==> src/rtl/reset_sequencer.sv <==
// Ordered release of active-low peripheral resets with a ready watchdog.
// Re-sequences on watchdog expiry, then latches FAULT after MAX_RETRIES.
module reset_sequencer #(
  parameter int NUM_STAGES = 2,
  parameter int CNT_W = 23,
  parameter logic [NUM_STAGES*CNT_W-1:0] DELAYS =
    {CNT_W'(6000000), CNT_W'(300000)},
  parameter int HOLD_CYCLES = 3000,
  parameter int TIMEOUT = 3000000,
  parameter int MAX_RETRIES = 3,
  localparam int RW =
    (MAX_RETRIES > 0) ? $clog2(MAX_RETRIES + 1) : 1
) (
  input  logic                  clk,
  input  logic                  rst,
  input  logic                  retrigger_i,
  input  logic                  ready_i,
  output logic [NUM_STAGES-1:0] stage_rst_n_o,
  output logic                  done_o,
  output logic                  fault_o,
  output logic [RW-1:0]         retry_cnt_o,
  output logic [2:0]            state_o
);

  typedef enum logic [2:0] {
    S_HOLD  = 3'd0,
    S_COUNT = 3'd1,
    S_WAIT  = 3'd2,
    S_RUN   = 3'd3,
    S_FAULT = 3'd4
  } state_t;

  localparam logic [CNT_W-1:0] HOLD_LAST =
    CNT_W'(HOLD_CYCLES - 1);
  localparam logic [CNT_W-1:0] TO_LAST =
    CNT_W'((TIMEOUT > 0) ? TIMEOUT - 1 : 0);
  localparam logic [CNT_W-1:0] D_LAST =
    DELAYS[(NUM_STAGES-1)*CNT_W +: CNT_W];
  localparam logic [CNT_W-1:0] CNT_ONE = CNT_W'(1);
  localparam logic [RW-1:0] RET_MAX = RW'(MAX_RETRIES);
  localparam logic [RW-1:0] RET_ONE = RW'(1);
  localparam bit TO_EN = (TIMEOUT != 0);

  state_t                r_state;
  logic [CNT_W-1:0]      r_cnt;
  logic [NUM_STAGES-1:0] r_stage;
  logic [RW-1:0]         r_retry;
  logic                  r_done;
  logic                  r_fault;

  state_t                w_state_nxt;
  logic [CNT_W-1:0]      w_cnt_nxt;
  logic [NUM_STAGES-1:0] w_stage_nxt;
  logic [NUM_STAGES-1:0] w_stage_due;
  logic [RW-1:0]         w_retry_nxt;

  // Which stages have reached their release delay at the current count
  always_comb begin
    w_stage_due = '0;
    for (int i = 0; i < NUM_STAGES; i++) begin
      w_stage_due[i] = (r_cnt >= DELAYS[i*CNT_W +: CNT_W]);
    end
  end

  // Next-state, counter, stage and retry decisions
  always_comb begin
    w_state_nxt = r_state;
    w_cnt_nxt   = r_cnt;
    w_stage_nxt = r_stage;
    w_retry_nxt = r_retry;
    if (retrigger_i) begin
      w_state_nxt = S_HOLD;
      w_cnt_nxt   = '0;
      w_stage_nxt = '0;
      if (r_state == S_FAULT) begin
        w_retry_nxt = '0;
      end
    end else begin
      unique case (r_state)
        S_HOLD: begin
          w_stage_nxt = '0;
          if (r_cnt == HOLD_LAST) begin
            w_state_nxt = S_COUNT;
            w_cnt_nxt   = '0;
          end else begin
            w_cnt_nxt = r_cnt + CNT_ONE;
          end
        end
        S_COUNT: begin
          w_stage_nxt = r_stage | w_stage_due;
          if (r_cnt >= D_LAST) begin
            w_state_nxt = S_WAIT;
            w_cnt_nxt   = '0;
          end else begin
            w_cnt_nxt = r_cnt + CNT_ONE;
          end
        end
        S_WAIT: begin
          if (ready_i) begin
            w_state_nxt = S_RUN;
          end else if (TO_EN) begin
            if (r_cnt == TO_LAST) begin
              if (r_retry < RET_MAX) begin
                w_retry_nxt = r_retry + RET_ONE;
                w_state_nxt = S_HOLD;
                w_cnt_nxt   = '0;
                w_stage_nxt = '0;
              end else begin
                w_state_nxt = S_FAULT;
              end
            end else begin
              w_cnt_nxt = r_cnt + CNT_ONE;
            end
          end
        end
        S_RUN: begin
          w_state_nxt = S_RUN;
        end
        S_FAULT: begin
          w_state_nxt = S_FAULT;
        end
        default: begin
          w_state_nxt = S_HOLD;
          w_cnt_nxt   = '0;
          w_stage_nxt = '0;
        end
      endcase
    end
  end

  // State, counter and registered outputs
  always_ff @(posedge clk or posedge rst) begin
    if (rst) begin
      r_state <= S_HOLD;
      r_cnt   <= '0;
      r_stage <= '0;
      r_retry <= '0;
      r_done  <= 1'b0;
      r_fault <= 1'b0;
    end else begin
      r_state <= w_state_nxt;
      r_cnt   <= w_cnt_nxt;
      r_stage <= w_stage_nxt;
      r_retry <= w_retry_nxt;
      r_done  <= (w_state_nxt == S_RUN);
      r_fault <= (w_state_nxt == S_FAULT);
    end
  end

  assign stage_rst_n_o = r_stage;
  assign done_o        = r_done;
  assign fault_o       = r_fault;
  assign retry_cnt_o   = r_retry;
  assign state_o       = r_state;

endmodule
==> config.mk <==
export PLATFORM = sky130hd
export DESIGN_NAME = reset_sequencer
export DESIGN_NICKNAME = d
export VERILOG_FILES = /design/src/rtl/reset_sequencer.sv
export SDC_FILE = /design/constraint.sdc
export NUM_CORES = 1
export LEC_CHECK = 0
export ABC_CLOCK_PERIOD_IN_PS = 3400
export CAP_MARGIN = 20
export CORE_MARGIN = 2
export CORE_UTILIZATION = 45
export DETAILED_ROUTE_END_ITERATION = 16
export SETUP_SLACK_MARGIN = 0.02
export SLEW_MARGIN = 20
export SYNTH_ARGS = -nofsm -noshare
export SYNTH_HDL_FRONTEND = slang
export SYNTH_SLANG_ARGS = --single-unit
==> constraint.sdc <==
create_clock -name clk -period 3.4 [get_ports clk]
set_input_delay 1.02 -clock clk [delete_from_list [all_inputs] [get_ports clk]]
set_output_delay 1.02 -clock clk [all_outputs]
set_load 0.01 [all_outputs]
==> run metrics <==
fraction of final layout cells with drive strength greater than 1=10.8%; Avg WL per Cell=17.6 um; count of yosys warnings during synthesis=0; relative area change from synthesis to final layout=10.4%; largest net degree at the start of global routing=33; crit share post-route=82.7%; met3 track utilization from global routing=4.97%; number of hold buffers added after cts=0; post-synthesis instance area=2150 um^2; CP Max Fanout=14; GRT Overall Usage=22.3%; via count of the first global-routing pass=1896; Ports=13; Clock Tree Root=clkbuf_8; drt total wl=5380 um; cell types with the highest counts after synthesis=nand2_1 (33), dfrtp_1 (32), nand4_1 (15), nor2_1 (13), buf_2 (12); vertical extent of the die=73.2 um; count of nets left with antenna violations after detail routing=0; outcome=completed; final hold violation count=0; number of storage elements in the synthesis netlist=32; signal arrival time at the worst endpoint=2.99 ns; global routing met1 resource utilization=30.7%; min Tclk post-route=2.81 ns; number of sinks on the clock net=32; worst supply voltage drop on vdd=167 uV; DRC errors left=0; Total Die Area=5350 um^2; layer with the highest usage=met2; number of standard cells after synthesis=245; total setup buffers inserted after CTS=0; Clock transition at path regs=0.07 ns; total overflow reported by the global router=0; TritonCTS buffer count=5; starting utilization of the core area=46.2%; antenna violations before repair=0; max_slew headroom=68.4%; setup_tns=0 ns; area of the core=4660 um^2; measured slew at the worst slew-check pin=0.470 ns; Setup-failing EPs final=0; via count=1968; nature of the critical path endpoint=flip-flop; Cell Pwr Density=311 nW/um^2; num rows=25; syn_area_per_cell=8.78 um^2; die width=73.2 um; Static Leak=0.928 nW; number of max-slew violations in the final report=0; global-route wire length before repair=9290 um; worst skew pair latency=0.28 ns; global-route met2 utilization=34.2%; maximum root-to-sink buffer count=2; setup clock skew after layout=0.00230 ns; number of max-capacitance violations reported=0; Min-Delay Path Class=flip-flop to flip-flop; predominant post-synthesis flop cell=dfrtp_1; Net Count, Synth=252; fraction of the yosys area taken by sequential cells=37.2%; most numerous cell in the Yosys netlist=nand2_1; number of diodes=0; fraction of registers with async set or reset after synthesis=100%; number of input and output port buffers inserted=12; largest area contributor in the netlist=dfrtp_1; Fmax=0.356 GHz; number of DRC markers after the initial detailed-route iteration=129; top area cells in the synthesized netlist=dfrtp_1 (37%), nand2_1 (5.8%), nand4_1 (4.4%); HPWL after detailed placement=3630 um; core utilization of the finished layout=51.0%; RSZ-0062 raised after global routing=no; kind of critical path=input pin to flip-flop; number of instances resized during post-cts repair=0; number of flops mapped to enable cells by yosys=0; H-Tree Depth=2; final-stage net count=258; vias per inst=6.45; Initial DRT Pass Iterations=4; portion of synthesized cell area occupied by the leading cell type=37.2%; synth unique cells=53; startpoint types=input pin; last weighted congestion value of the routability-driven placer=0.813; TritonCTS clock tree=done; required time of the critical path=3.58 ns
stage by stage:
step                power, mW  setup WS, ns  cell area [um^2]  cells  hold slack, ns
finish                  0.739         0.588              2380    305           0.489
floorplan               0.415          1.25              2150    245           0.510
detailed placement      0.428         0.319              2280    298           0.480
global route            0.773         0.417              2380    305           0.513
global placement        0.429         0.367              2280    298           0.482
CTS                     0.749         0.576              2380    305           0.496
registers in the layout (all words and copies together) (netlist names):
register       flops
r_cnt             23
state_o            3
retry_cnt_o        2
stage_rst_n_o      2
done_o             1
fault_o            1
layout make-up:
cell class	count	area [um^2]
sequential	32	801
multi-input combinational	190	1230
inverter	5	18.8
timing repair buffer	17	158
clock buffer	7	96.3
fill	439	2280
tap	54	67.6
worst paths after layout:
check,slack (ns),startpoint,endpoint,depth (start not counted)
worst max register to register,1.03,r_cnt[12]$_DFFE_PP0P_,r_cnt[16]$_DFFE_PP0P_,6
worst min-delay path,0.49,stage_rst_n_o[1]$_DFFE_PP0P_,stage_rst_n_o[1]$_DFFE_PP0P_,1
min in group asynchronous,1.13,rst,r_cnt[19]$_DFFE_PP0P_,3
worst max-delay path,0.59,retrigger_i,r_cnt[16]$_DFFE_PP0P_,7
max in group asynchronous,1.97,rst,r_cnt[12]$_DFFE_PP0P_,3
worst min register to register,0.49,stage_rst_n_o[1]$_DFFE_PP0P_,stage_rst_n_o[1]$_DFFE_PP0P_,1
kinds of logic (layout without fill, tap and decap cells):
group,count (synthesis),after routing,synth area share (%)
XOR/XNOR,3,3,1.22
AO/OA/AOI/OAI,63,63,22.2
AND/OR/NAND/NOR,120,120,31.7
buffers and inverters,23,29,5.41
adder cells (fa/ha/maj),3,3,1.74
multiplexers,1,1,0.465
flip-flops,32,32,37.2
worst max-delay path: stages:
cell and delay [ns]:
clkdlybuf4s50_1 0.61, nor2_2 0.08, and3_1 0.18, nand3_1 0.12, and2_1 0.25, nand3_2 0.34, o311ai_1 0.38
layer usage:
layer | part of all wire [%] | up-vias | wire, um
li1 | - | 943 | -
met3 | 4.7 | 11 | 254
met1 | 47 | 954 | 2520
met5 | 0 | - | 0
met2 | 47 | 60 | 2510
met4 | 1.7 | 0 | 89
cells in the final DEF (no fill, tap or decap), drive strengths merged, types with 5 or more instances in the layout:
cell,instances
or2,5
nand4,15
nor4,5
nand2,33
clkdlybuf4s50,12
and3,9
inv,5
a22oi,7
o21ai,11
a21oi,7
buf,5
nand3,10
dfrtp,32
clkbuf,7
nor2,14
o31ai,5
or3,6
report_power, final:
part / leakage (nW) / internal, mW / total, mW / switching, mW
combinational: 0.438 / 0.0100 / 0.0328 / 0.0228
clock: 0.0503 / 0.180 / 0.318 / 0.138
sequential: 0.440 / 0.384 / 0.388 / 0.00438
Note: power is estimated with default switching activity, not from simulation.
